<file path="src/rtl/scan_index_sequencer.sv">
// Channel scan sequencer for the 4-to-16 one-hot decoder: steps through the enabled
// channels, holds each for dwell+1 cycles and leaves a one-cycle dark gap between channels.
module scan_index_sequencer #(
    parameter int DWELL_W = 8
) (
    input  logic               clk,
    input  logic               rst_n,
    input  logic               start,
    input  logic               stop,
    input  logic               mode_cont,
    input  logic [15:0]        chan_mask,
    input  logic [DWELL_W-1:0] dwell,
    output logic [3:0]         binary_out,
    output logic               enable_out,
    output logic               busy,
    output logic               frame_done
);

    // state  | meaning
    // IDLE   | waiting for start, decoder disabled
    // DWELL  | decoder enabled on idx_q, counting the hold time
    // GAP    | one dark cycle before the next channel (or frame end)
    typedef enum logic [1:0] {S_IDLE, S_DWELL, S_GAP} state_t;

    state_t               state_q, state_d;
    logic [3:0]           idx_q, idx_d;
    logic [DWELL_W-1:0]   cnt_q, cnt_d;
    logic [DWELL_W-1:0]   dwell_q, dwell_d;
    logic [15:0]          mask_q, mask_d;
    logic                 cont_q, cont_d;
    logic                 enable_q, enable_d;
    logic                 busy_q, busy_d;
    logic                 fd_q, fd_d;
    logic [4:0]           low_in, low_q, next_q;

    // Result is {found, index}; found=0 means no qualifying bit.
    function automatic logic [4:0] lowest_bit(input logic [15:0] m);
        logic [4:0] r;
        r = '0;
        for (int i = 15; i >= 0; i--) begin
            if (m[i]) r = {1'b1, 4'(i)};
        end
        return r;
    endfunction

    function automatic logic [4:0] next_bit(input logic [15:0] m, input logic [3:0] cur);
        logic [4:0] r;
        r = '0;
        for (int i = 15; i >= 0; i--) begin
            if (m[i] && (i > int'(cur))) r = {1'b1, 4'(i)};
        end
        return r;
    endfunction

    assign low_in = lowest_bit(chan_mask);
    assign low_q  = lowest_bit(mask_q);
    assign next_q = next_bit(mask_q, idx_q);

    always_comb begin
        state_d = state_q;
        idx_d   = idx_q;
        cnt_d   = cnt_q;
        dwell_d = dwell_q;
        mask_d  = mask_q;
        cont_d  = cont_q;
        fd_d    = 1'b0;
        case (state_q)
            S_IDLE: begin
                if (start && !stop) begin
                    if (low_in[4]) begin
                        mask_d  = chan_mask;
                        dwell_d = dwell;
                        cont_d  = mode_cont;
                        idx_d   = low_in[3:0];
                        cnt_d   = '0;
                        state_d = S_DWELL;
                    end else begin
                        fd_d = 1'b1;
                    end
                end
            end
            S_DWELL: begin
                if (stop) begin
                    cnt_d   = '0;
                    state_d = S_IDLE;
                end else if (cnt_q == dwell_q) begin
                    cnt_d   = '0;
                    state_d = S_GAP;
                    // frame_done is registered, so it is raised on entry to the last gap
                    fd_d    = !next_q[4];
                end else begin
                    cnt_d = cnt_q + DWELL_W'(1);
                end
            end
            S_GAP: begin
                cnt_d = '0;
                if (stop) begin
                    state_d = S_IDLE;
                end else if (next_q[4]) begin
                    idx_d   = next_q[3:0];
                    state_d = S_DWELL;
                end else if (cont_q) begin
                    idx_d   = low_q[3:0];
                    state_d = S_DWELL;
                end else begin
                    state_d = S_IDLE;
                end
            end
            default: begin
                cnt_d   = '0;
                state_d = S_IDLE;
            end
        endcase
        enable_d = (state_d == S_DWELL);
        busy_d   = (state_d != S_IDLE);
    end

    always_ff @(posedge clk or negedge rst_n) begin
        if (!rst_n) begin
            state_q  <= S_IDLE;
            idx_q    <= '0;
            cnt_q    <= '0;
            dwell_q  <= '0;
            mask_q   <= '0;
            cont_q   <= 1'b0;
            enable_q <= 1'b0;
            busy_q   <= 1'b0;
            fd_q     <= 1'b0;
        end else begin
            state_q  <= state_d;
            idx_q    <= idx_d;
            cnt_q    <= cnt_d;
            dwell_q  <= dwell_d;
            mask_q   <= mask_d;
            cont_q   <= cont_d;
            enable_q <= enable_d;
            busy_q   <= busy_d;
            fd_q     <= fd_d;
        end
    end

    assign binary_out = idx_q;
    assign enable_out = enable_q;
    assign busy       = busy_q;
    assign frame_done = fd_q;

endmodule

</file>
<file path="config.mk">
export PLATFORM = sky130hd
export DESIGN_NAME = scan_index_sequencer
export DESIGN_NICKNAME = d
export VERILOG_FILES = /design/src/rtl/scan_index_sequencer.sv
export SDC_FILE = /design/constraint.sdc
export NUM_CORES = 1
export LEC_CHECK = 0
export BUFFER_PORTS_ARGS = -buffer_cell sky130_fd_sc_hd__buf_2
export CELL_PAD_IN_SITES_DETAIL_PLACEMENT = 0
export CELL_PAD_IN_SITES_GLOBAL_PLACEMENT = 1
export CORE_MARGIN = 2
export CORE_UTILIZATION = 39
export CTS_CLUSTER_SIZE = 24
export DETAILED_ROUTE_END_ITERATION = 16
export PLACE_DENSITY = 0.77
export SLEW_MARGIN = 10
export SYNTH_ARGS = -nofsm -noshare
export SYNTH_HDL_FRONTEND = slang
export SYNTH_SLANG_ARGS = --single-unit
</file>
<file path="constraint.sdc">
create_clock -name clk -period 2.19 [get_ports clk]
set_clock_uncertainty 0.1 [all_clocks]
set_input_delay 0.1095 -clock clk [delete_from_list [all_inputs] [get_ports clk]]
set_output_delay 0.1095 -clock clk [all_outputs]
set_load 0.1 [all_outputs]
</file>
==> implementation parameters <==
Parameter                              Value

Detailed routing
  Routed WL ... just over 7000 um
  Iteration-0 DRC count of the detailed router ... ~150
  Post-route ant nets ... 0
  Via count of the routed design ... 2,482
  WL/cell ... ~15 um
  Pre-antenna DRT Iters ... 4
  Residual DRC ... 0
  Number of vias per cell ... between 5 and 6

CTS
  CTS tree ... done
  Clock edge transition at the registers on the reported setup and hold paths ... 0.08 ns
  Clock latency on the worst-skew pair ... between 0.2 and 0.3 ns
  Root Buffer ... sky130_fd_sc_hd__clkbuf_8
  Max clock buf depth ... 2
  H-tree depth ... 2
  Clock buffer count from CTS ... 5
  Clock sink total ... 42

Final layout
  Fin nets ... 416
  Number of antenna repair diodes ... 0
  Share of layout cells above drive strength 1 ... around 25%
  Area Overhead vs Synth ... 31.86%
  Final standard cell area without fillers ... 3402 um^2
  Post-layout instance count excluding filler cells ... about 460

Logic synthesis
  Post-synth EDFFs ... 0
  Number of library cell types mapped by synthesis ... 57
  Syn nets ... 335
  Sequential area share after synthesis ... between 40% and 50%
  Proportion of register bits with asynchronous set or reset after synthesis ... 100.0%
  Cell type with the largest total area after synthesis ... sky130_fd_sc_hd__dfrtp_1
  Flop and latch count out of synthesis ... 42
  Dominant cells by area after synthesis ... sky130_fd_sc_hd__dfrtp_1, sky130_fd_sc_hd__nand2_1, sky130_fd_sc_hd__nor2_1
  Top flip-flop cell by instance count after synthesis ... sky130_fd_sc_hd__dfrtp_1
  Area share of the leading cell type in the synthesized netlist ... between 40% and 50%
  Post-synthesis cell area ... ~2600 um^2
  Yosys synthesis warning count ... 0
  Library cell with the highest instance count after synthesis ... sky130_fd_sc_hd__nand2_1
  Commonest cells in the synthesized netlist ... sky130_fd_sc_hd__nand2_1, sky130_fd_sc_hd__dfrtp_1, sky130_fd_sc_hd__nor2_1
  Post-Syn Instances ... 305
  Post-Synthesis Mean Instance Area ... ~8.5 um^2

Worst setup path
  Arrival time reported for the critical path endpoint ... 2.24 ns
  Maximum cell stage delay along the critical path ... 0.42 ns
  CP Cell Sequence ... buf_6, o21ai_2, o22ai_1, nand4_1, o31a_1, or2_4, mux2_4
  Worst endpoint required time ... around 2.3 ns
  Destination of the worst register-to-register timing path ... binary_out[3]
  Maximum net fanout on the critical path ... 7
  CP top delay family ... compound AO/OA/AOI/OAI gates
  Nature of the critical path startpoint ... flip-flop
  Setup slack, reg-to-reg ... roughly 0.033 ns
  Worst path buffer plus inverter count ... 1
  Startpoint of the lowest-slack register-to-register path ... binary_out[1]
  Crit-path slowest cell ... sky130_fd_sc_hd__dfrtp_4
  Crit end category ... flip-flop
  Category of the most critical setup path ... reg2reg
  Cell depth of the worst flop-to-flop path ... 7

STA
  Slew Limit Fails ... 0
  Maximum operating frequency ... around 0.46 GHz
  Final setup violation count ... 0
  Sum of negative setup slack ... 0 ns
  Unrepaired setup endpoints after global routing ... yes
  Fin. Hold Viols ... 0
  Final critical path time including I/O delays and setup ... 2.157 ns
  Worst rel slew slack ... around two thirds
  Period utilization ... 98.49%
  Transition time at the pin with the least slew margin ... around 0.51 ns

Worst hold path
  Worst hold path type ... in2reg
  Worst hold endpoint ... mask_q[2]
  Number of stages on the worst hold path ... 3
  Origin of the worst min-delay path ... chan_mask[2]

Global route
  First-pass GRT wire length ... ~12,000 um
  Met2 usage ... a little under a third
  Met3 track demand over resource ... under 10%
  Global-route total usage across every layer ... between 20% and 30%
  Met1 routing resource usage after global routing ... around 30%
  Antenna violations before repair ... 0
  Total congestion overflow after global routing ... 0
  Busiest layer in global routing ... met2
  Maximum number of pins on one net before global-route repair ... 25
  Number of global-route vias before repair ... 2,504

Power
  PD cells ... 786.1 nW/um^2
  Leak ... between 0.0015 and 0.002 uW
  Maximum vdd drop ... between 0.0005 and 0.0006 V

Placed design
  Routability congestion estimate ... roughly 0.98
  Placed wire-length estimate ... 5291 um
  Number of buffer cells added on primary ports ... 35
  Cell Count Post-Placement ... between 400 and 500
  Area post-placement ... about 3000 um^2

Status
  Status ... finished clean

Die
  Die area ... between 7000 and 8000 um^2
  Overall die height ... 85.34 um
  Number of rows in the core area ... 29
  Starting utilization of the core area ... 40.40%
  Die Width ... around 85 um
  Boundary pin count ... 36
  CORE AREA ... 6386 um^2

Flow run
  Max-cap violations ... 0
[through the flow]
step | total power (uW) | hold slack, ns | setup slack, ns | util, %
3_5_place_dp | 2052 | 0.002918 | 0.002315 | 46.77
5_1_grt | 2849 | 0.03476 | -0.02930 | 53.27
2_1_floorplan | 1740 | -0.2861 | -0.2583 | -
4_1_cts | 2630 | 0.01139 | 0.01386 | 52.16
3_3_place_gp | 2048 | -0.002172 | 0.04533 | 46.77
6_report | 2674 | 0.02381 | 0.03299 | 53.27
[area by class of cell]
type | instances | area, um^2
clock buffer | 6 | 82.58
clock inverter | 2 | 12.51
fill | 607 | 2984
inverter | 10 | 37.54
multi-input combinational | 242 | 1475
sequential | 42 | 1066
tap | 77 | 96.34
timing repair buffer | 85 | 631.9
[registers in the layout, summed over array words and instances (netlist names)]
register and cells:
busy 1, cont_q 1, enable_out 1, cnt_q 8, frame_done 1, mask_q 16, binary_out 4, dwell_q 8
state_q 2
[where the power goes]
part	internal (uW)	switching, uW
registers	924	161
clock network	254	278
logic	459	600
[per-layer routing]
metal | vias up | part of all wire, %
met3 | 7 | 4.0
met4 | 0 | 0.92
met5 | - | 0
li1 | 1244 | -
met1 | 1160 | 50
met2 | 71 | 45
[cell usage in the layout (no fill, tap or decap), types with 2 or more instances in the layout]
cell type                       instances
sky130_fd_sc_hd__a211oi_1               2
sky130_fd_sc_hd__a21boi_0               3
sky130_fd_sc_hd__a21o_1                 3
sky130_fd_sc_hd__a21oi_1               11
sky130_fd_sc_hd__a22o_1                 3
sky130_fd_sc_hd__a22oi_1                2
sky130_fd_sc_hd__a311oi_1               2
sky130_fd_sc_hd__a31oi_1                4
sky130_fd_sc_hd__and2b_1                4
sky130_fd_sc_hd__and3_1                 2
sky130_fd_sc_hd__buf_2                 35
sky130_fd_sc_hd__buf_4                 23
sky130_fd_sc_hd__buf_6                  3
sky130_fd_sc_hd__clkbuf_8               6
sky130_fd_sc_hd__dfrtp_1               38
sky130_fd_sc_hd__dfrtp_4                4
sky130_fd_sc_hd__dlygate4sd3_1         23
sky130_fd_sc_hd__inv_1                  9
sky130_fd_sc_hd__mux2_2                 2
sky130_fd_sc_hd__mux2_4                 2
sky130_fd_sc_hd__nand2_1               69
sky130_fd_sc_hd__nand2b_1               4
sky130_fd_sc_hd__nand3_1                7
sky130_fd_sc_hd__nand4_1                5
sky130_fd_sc_hd__nor2_1                28
sky130_fd_sc_hd__nor2b_1                4
sky130_fd_sc_hd__nor3_1                10
sky130_fd_sc_hd__nor4_1                 3
sky130_fd_sc_hd__o211ai_1               3
sky130_fd_sc_hd__o21ai_0               12
sky130_fd_sc_hd__o21ai_2                2
sky130_fd_sc_hd__o21bai_1               2
sky130_fd_sc_hd__o221ai_1               3
sky130_fd_sc_hd__o22ai_1                3
sky130_fd_sc_hd__o31ai_1                5
sky130_fd_sc_hd__or3_1                  2
sky130_fd_sc_hd__or4_1                  2
sky130_fd_sc_hd__xnor2_1               11
[repair_timing]
item | in CTS | in global routing
setup endpoints to repair | 2 | 8
pin swaps | 0 | 4
endpoints found under the hold margin | 42 | 0
resized for setup | 1 | 13
setup buffers | 1 | 3
hold buffers | 23 | 0
[worst register-to-register path, stage by stage, from the launching register on]
cell and delay [ns]:
sky130_fd_sc_hd__dfrtp_4 0.42, sky130_fd_sc_hd__buf_6 0.13, sky130_fd_sc_hd__o21ai_2 0.09, sky130_fd_sc_hd__o22ai_1 0.25
sky130_fd_sc_hd__nand4_1 0.17, sky130_fd_sc_hd__o31a_1 0.32, sky130_fd_sc_hd__or2_4 0.26, sky130_fd_sc_hd__mux2_4 0.30
[cell families after synthesis]
| logic type | count (synthesis) | share of synthesized area [%] |
|---|---|---|
| AND/OR/NAND/NOR | 151 | 28.13 |
| flip-flops | 42 | 40.74 |
| AO/OA/AOI/OAI | 75 | 20.66 |
| adder cells (fa/ha/maj) | 1 | 0.4849 |
| XOR/XNOR | 11 | 3.734 |
| multiplexers | 4 | 2.037 |
| buffers and inverters | 21 | 4.219 |
[how the worst max path moves through the flow]
stage	from	to	slack [ns]	cells after the start
after global routing	binary_out[1]	binary_out[3]	-0.03	7
after global placement	binary_out[1]	binary_out[3]	0.05	6
final	binary_out[1]	binary_out[3]	0.03	7
after detailed placement	binary_out[3]	binary_out[3]	0.002	6
after floorplan	binary_out[2]	binary_out[2]	-0.26	8
after CTS	binary_out[3]	binary_out[3]	0.01	6
(Power assumes the default switching activity.)
